**src/rtl/sseg_pkg.sv**
```systemverilog
// Shared constants for the 7-segment scan driver: active-low segment patterns
// ({g,f,e,d,c,b,a}) and one-hot-low anode codes.
package sseg_pkg;

    typedef logic [1:0] slot_t;

    localparam logic [6:0] SEG_DIGIT [0:9] = '{
        7'h40, 7'h79, 7'h24, 7'h30, 7'h19,
        7'h12, 7'h02, 7'h78, 7'h00, 7'h10
    };
    localparam logic [6:0] SEG_DASH  = 7'h3F;
    localparam logic [6:0] SEG_BLANK = 7'h7F;

    localparam logic [3:0] AN_OFF = 4'b1111;
    localparam logic [3:0] AN_D0  = 4'b1110;
    localparam logic [3:0] AN_D1  = 4'b1101;
    localparam logic [3:0] AN_D2  = 4'b1011;
    localparam logic [3:0] AN_D3  = 4'b0111;

    function automatic logic [3:0] an_for_slot(input slot_t slot);
        case (slot)
            2'd0:    return AN_D0;
            2'd1:    return AN_D1;
            2'd2:    return AN_D2;
            default: return AN_D3;
        endcase
    endfunction

endpackage

```
**src/rtl/sseg_decoder.sv**
```systemverilog
// Combinational BCD to active-low 7-segment decoder; codes 10-15 render a dash.
module sseg_decoder
    import sseg_pkg::*;
(
    input  logic [3:0] bcd,
    output logic [6:0] seg
);

    always_comb begin
        case (bcd)
            4'd0:    seg = SEG_DIGIT[0];
            4'd1:    seg = SEG_DIGIT[1];
            4'd2:    seg = SEG_DIGIT[2];
            4'd3:    seg = SEG_DIGIT[3];
            4'd4:    seg = SEG_DIGIT[4];
            4'd5:    seg = SEG_DIGIT[5];
            4'd6:    seg = SEG_DIGIT[6];
            4'd7:    seg = SEG_DIGIT[7];
            4'd8:    seg = SEG_DIGIT[8];
            4'd9:    seg = SEG_DIGIT[9];
            default: seg = SEG_DASH;
        endcase
    end

endmodule

```
**src/rtl/sseg_scan_mux.sv**
```systemverilog
// 4-digit common-anode scan driver with frame-aligned digit snapshot and anode guard.
// Optional leading-zero blanking on digits 3..1: define SSEG_LEADING_ZERO_BLANK_EN.
module sseg_scan_mux
    import sseg_pkg::*;
#(
    parameter int REFRESH_BITS = 18,
    parameter int GUARD_CYCLES = 64
) (
    input  logic       clk,
    input  logic       clr,
    input  logic [3:0] d3,
    input  logic [3:0] d2,
    input  logic [3:0] d1,
    input  logic [3:0] d0,
    input  logic [3:0] dp_in,
    output logic [3:0] an,
    output logic [7:0] sseg
);

    localparam int MSB = REFRESH_BITS - 1;
    localparam logic [MSB-2:0] GUARD_LIM = (REFRESH_BITS - 2)'(GUARD_CYCLES);

    logic [MSB:0]      cnt;
    logic [3:0][3:0]   shadow_d;
    logic [3:0]        shadow_dp;
    slot_t             sel;
    logic [MSB-2:0]    off;
    logic [6:0]        seg_dec;
    logic [6:0]        seg_g;
    logic [3:0]        an_next;
    logic [7:0]        sseg_next;

    assign sel = cnt[MSB -: 2];
    assign off = cnt[MSB-2:0];

    // NOTE: sequential state uses non-blocking assignments so every flop samples pre-edge values.
    always_ff @(posedge clk or posedge clr) begin
        if (clr) cnt <= '0;
        else     cnt <= cnt + 1'b1;
    end

    // Capture on the last count of a frame so the whole next frame sees one consistent set.
    always_ff @(posedge clk or posedge clr) begin
        if (clr) begin
            shadow_d  <= '0;
            shadow_dp <= '0;
        end else if (&cnt) begin
            shadow_d  <= {d3, d2, d1, d0};
            shadow_dp <= dp_in;
        end
    end

    sseg_decoder u_dec (
        .bcd (shadow_d[sel]),
        .seg (seg_dec)
    );

`ifdef SSEG_LEADING_ZERO_BLANK_EN
    logic [3:0] is_zero;
    logic [3:0] blank;

    always_comb begin
        for (int i = 0; i < 4; i++) is_zero[i] = (shadow_d[i] == 4'd0);
        blank[3] = is_zero[3];
        blank[2] = is_zero[2] & blank[3];
        blank[1] = is_zero[1] & blank[2];
        blank[0] = 1'b0;
    end

    assign seg_g = blank[sel] ? SEG_BLANK : seg_dec;
`else
    assign seg_g = seg_dec;
`endif

    // NOTE: every branch assigns both outputs, so no latch can be inferred.
    always_comb begin
        an_next   = (off < GUARD_LIM) ? AN_OFF : an_for_slot(sel);
        sseg_next = {~shadow_dp[sel], seg_g};
    end

    always_ff @(posedge clk or posedge clr) begin
        if (clr) begin
            an   <= AN_OFF;
            sseg <= 8'hFF;
        end else begin
            an   <= an_next;
            sseg <= sseg_next;
        end
    end

endmodule
```
**config.mk**
```make
export PLATFORM = sky130hd
export DESIGN_NAME = sseg_scan_mux
export DESIGN_NICKNAME = d
export VERILOG_FILES = /design/src/rtl/sseg_pkg.sv /design/src/rtl/sseg_decoder.sv /design/src/rtl/sseg_scan_mux.sv
export SDC_FILE = /design/constraint.sdc
export NUM_CORES = 1
export LEC_CHECK = 0
export CAP_MARGIN = 20
export CORE_ASPECT_RATIO = 0.7
export CORE_MARGIN = 1
export CORE_UTILIZATION = 40
export DETAILED_ROUTE_END_ITERATION = 8
export PLACE_DENSITY = 0.71
export SLEW_MARGIN = 20
export SYNTH_ARGS = -nofsm -noshare
export SYNTH_HDL_FRONTEND = slang
export SYNTH_SLANG_ARGS = --single-unit
```
**constraint.sdc**
```tcl
create_clock -name clk -period 4.6 [get_ports clk]
set_input_delay 0.46 -clock clk [delete_from_list [all_inputs] [get_ports clk]]
set_output_delay 0.46 -clock clk [all_outputs]
set_load 0.005 [all_outputs]
```
# Word-level counts from Yosys, hierarchy flattened
# Memory sizes are Yosys's and may differ from the RTL's. A register that Yosys moved wholly into a read port is not among the register bits.
# Index checks and enable logic that the tools add are counted.
# classes
reduce_logical	2
shifts	0
add_sub_neg	1
n_div	0
n_mux	6
eq_ne	2
order_cmp	2
n_bitwise	1
multipliers	0
# op_table
cell	n
$add A18 B1 Y18 const B	1
$reduce_and A18 Y1	1
$lt A16 B7 Y1 const B	1
$pmux W4 S3	1
$bmux W4 S2	1
$mux W4	2
$lt A2 B3 Y1 const B	1
$bmux W1 S2	1
$eq A2 B1 Y1 const B	1
$eq A2 B2 Y1 const B	1
$logic_not A2 Y1	1
$mux W1	1
$not A1 Y1	1
# word_totals
mem_count	1
ramBits	0
in_bits	22
output_inout_bits	12
latch_bits	0
wordCells	23
reg_bits	50
mem_bits_ro	112
# memory_table
memory	depth	width	read_ports	rd_clocked_by_memory_dff	write_ports	line_no	text
(no name shown)	16	7	1	1	0	sseg_decoder.sv:10	case (bcd)

# Depth between registers and ports, before layout
# depth
ltp_word	3
ltp_mapped	7
mapped_depth_nobuf	6

# Modules after synthesis
# A second synthesis with hierarchy kept.
# hier_totals
hier_cells	167
area_unflattened_um2	2338.5
# modules_own_cells
module	instances	seq_area_each_um2	area_each_um2	cells_each
sseg_scan_mux	1	1266.2	2098.3	136
sseg_decoder	1	0.0	240.2	31

# Worst setup path before layout
# Ideal clock, no wire load.
# synth_timing
path_type	register -> register
start	register cnt[16]
end	register sseg[3]
stages_incl_launch_ff	7
setup_ns	0.079
path_slack_ns	2.921
synth_period_minus_slack_ns	1.679
required_time_ns	4.521
n_path_buf	0
arrival_ns	1.600
path_cell_list	dfrtp_1 > mux4_2 > inv_1 > ha_1 > inv_1 > a21boi_0 > o21ai_0
# synth_via
elab_chain_len	2
# synth_rtl
element	line_no	text
from (decl)	sseg_scan_mux.sv:23	logic [MSB:0] cnt;
from (signal assigned)	sseg_scan_mux.sv:39	else cnt <= cnt + 1'b1;
$bmux W4 S2	sseg_scan_mux.sv:54	.bcd (shadow_d[sel]),
$mux W4 (not written as such)	sseg_scan_mux.sv:54	
to (decl)	sseg_scan_mux.sv:17	output logic [7:0] sseg
# No other way between the ends. The select of a mux whose other input is x is not followed.
# A chain may end at the register's enable or synchronous reset.

# Worst setup path after layout
# layout_timing
start	register cnt[0]
end	register shadow_d[7] (netlist name)
# layout_via
elab_chain_len	1
# layout_rtl
element	line_no	text
$reduce_and A18 Y1	sseg_scan_mux.sv:47	end else if (&cnt) begin
to (signal assigned)	sseg_scan_mux.sv:48	shadow_d <= {d3, d2, d1, d0};
to (decl)	sseg_scan_mux.sv:24	logic [3:0][3:0] shadow_d;
# No other way between the ends.

==> results_dict.tcl <==
set metrics [dict create \
    slew_viol_final 0 \
    clkTransAtPathRegs_ns 0.09 \
    syn_area_um2 2360 \
    fin_crit_sh 0.492 \
    async_reset_ff_frac 1.00 \
    synth_seq_area_share 0.535 \
    grt_pass1_vias 1378 \
    layout.nets 236 \
    synth-warning-count 0 \
    fin_cells 284 \
    synth_cell_types 40 \
    leakagePower_nw 1.34 \
    synth_top_flop_cell "dfrtp_1" \
    dpl_cell_area_um2 2750 \
    yosysMostFrequentCell "dfrtp_1" \
    clk_latency_ns 0.30 \
    hold_class "reg2reg" \
    path_class "reg2reg" \
    die_y_um 66.3 \
    startpoint_type "flop" \
    gp_congestion 0.765 \
    dp_hpwl_um 2900 \
    final_hold_viol_count 0 \
    synthesis.nets 200 \
    drtAntennaViolNets 0 \
    port_buffers 33 \
    r2r.worst_path.cells 5 \
    ctsHoldBuffers 0 \
    fmax_mhz 442 \
    wirelength_um 4060 \
    crit_path_max_incr_delay_ns 0.59 \
    htree_levels 2 \
    design_area_um2 2870 \
    synthToLayoutAreaGrowth_pct 21.2 \
    die_x_um 93.9 \
    overflow 0 \
    drtIter0Drc 70 \
    grt_util_all_layers 0.160 \
    p_total_mw 0.827 \
    cts.sinks 50 \
    setup_viol 0 \
    cts_buffers 5 \
    powerDensity_nw_per_um2 289 \
    cts_resized 0 \
    yosys.area.top_type_share 0.402 \
    route.detailed.drc 0 \
    netlist_instances 172 \
    grt_max_degree 51 \
    cts-root-buf "clkbuf_8" \
    synth_common_cells "dfrtp_1 (38), mux2_4 (20), dfstp_2 (12), xor2_1 (11), inv_1 (10)" \
    holdPathStages 1 \
    synth_edf_count 0 \
    first_pass_iters 4 \
    cts_setup_buffers 0 \
    outcome "finished, final reports clean" \
    ir_drop_v 0.000135 \
    fin_setup_tns_ns 0 \
    grt_pass1_wl_um 7240 \
    dieArea_um2 6230 \
    synth.avg_cell_area_um2 13.7 \
    regToRegStartpoint "cnt[0]$_DFF_PP0_" \
    n_antenna_cell 0 \
    arrival_ns 2.45 \
    worst_pin_slew_ns 0.806 \
    initial_utilization 0.415 \
    drt-vias-per-instance 4.93 \
    crit_path_top_delay_cell "nand3_2" \
    routedWlPerCell_um 14.3 \
    vias 1400 \
    design.core.area_um2 5700 \
    rsz0062_at_grt "no" \
    antenna_found_initial 0 \
    placed_cells 276 \
    synth_area_leaders "dfrtp_1 (40%), dfstp_2 (13%), mux2_4 (13%)" \
    slew-limit-headroom 0.462 \
    rows 23 \
    path_cells "ha_1, nand4_1, nor4_4, nand3_2, mux2_4" \
    critPathMaxFanout 20 \
    crit_required_ns 4.79 \
    multi_input_area_um2 1030 \
    clockBufferDepth 2 \
    synth_top_cell_by_area "dfrtp_1" \
    hp-start "cnt[0]$_DFF_PP0_" \
    worstReg2RegEnd "shadow_d[7]$_DFFE_PP0P_" \
    fill_cells 507 \
    drive_gt1_frac 0.263 \
    cts_tree "built" \
    r2r_slack_ns 2.34 \
    holdPathEnd "cnt[0]$_DFF_PP0_" \
    ys_ff_latch 50 \
    max_cap_viol_count 0 \
    pin_count 34 \
    fin_skew_ns 0.00318 \
    regArea_um2 1270 \
    min_period_ns 2.26 \
    cp-end-kind "flop" \
]
[routing by layer]
metal	vias to the layer above	GRT usage	part of all wire
met5	-	0	0
li1	679	-	-
met2	39	0.224	0.42
met1	678	0.231	0.51
met3	4	0.0345	0.044
met4	0	0.0808	0.018
[final cells by class]
type | instances | area share
Inverter | 10 | 0.0135
Tap cell | 75 | 0.0328
Sequential cell | 50 | 0.442
Timing Repair Buffer | 33 | 0.115
Multi-Input combinational cell | 108 | 0.358
Clock buffer | 8 | 0.0384
[cells in the final DEF (no fill, tap or decap), types with 4 or more instances in the layout]
cell type and instances:
mux4_2 4, o21ai_0 4, xor2_1 11, mux2_4 20, nand3_1 5, ha_1 6
dfrtp_1 38, xnor2_1 5, nor2_1 8, clkdlybuf4s50_1 33, inv_1 9, nand2_1 9
dfstp_2 12, nor3_1 4, clkbuf_8 8
[critical path: cells and delay by family, from the launching register on]
kind / cells / cell delay (ns)
flops: 1 / 0.40
fa+ha+maj: 1 / 0.23
simple gates: 3 / 0.99
mux: 1 / 0.52
[state kept, by name, indices dropped and copies added (netlist names)]
register and count:
sseg 8, cnt 18, shadow_dp 4, shadow_d 16, an 4
[how the worst max path moves through the flow]
stage / start / end / slack [ns]
finish: cnt[0]$_DFF_PP0_ / shadow_d[7]$_DFFE_PP0P_ / 2.34
detailed placement: cnt[0]$_DFF_PP0_ / shadow_d[7]$_DFFE_PP0P_ / 2.35
global placement: cnt[0]$_DFF_PP0_ / shadow_d[15]$_DFFE_PP0P_ / 2.40
floorplan: cnt[16]$_DFF_PP0_ / sseg[3]$_DFF_PP1_ / 2.92
CTS: cnt[0]$_DFF_PP0_ / shadow_d[7]$_DFFE_PP0P_ / 2.31
global route: cnt[16]$_DFF_PP0_ / sseg[3]$_DFF_PP1_ / 2.18
[through the flow]
| step | utilization | worst slack, ns | hold slack [ns] |
|---|---|---|---|
| 2_1_floorplan | - | 2.92 | 0.443 |
| 3_3_place_gp | 0.483 | 2.40 | 0.461 |
| 3_5_place_dp | 0.483 | 2.35 | 0.481 |
| 4_1_cts | 0.503 | 2.31 | 0.507 |
| 5_1_grt | 0.503 | 2.18 | 0.537 |
| 6_report | 0.503 | 2.34 | 0.499 |
[report_power, final]
group          total, mW  leakage [nW]  internal, mW  switching (mW)
Clock              0.292        0.0575         0.152           0.140
Combinational     0.0698         0.689        0.0442          0.0256
Sequential         0.465         0.596         0.458         0.00747
[cells by family after synthesis]
family                     after synthesis  synth area share
muxes                                   27             0.178
buffers and inverters                   14            0.0307
AOI/OAI and AO/OA                       14            0.0407
and+or+nand+nor                         45             0.124
DFF                                     50             0.535
xor gates and xnor gates                16            0.0593
adders and majority gates                6            0.0317
Note: power is estimated with default switching activity, not from simulation.
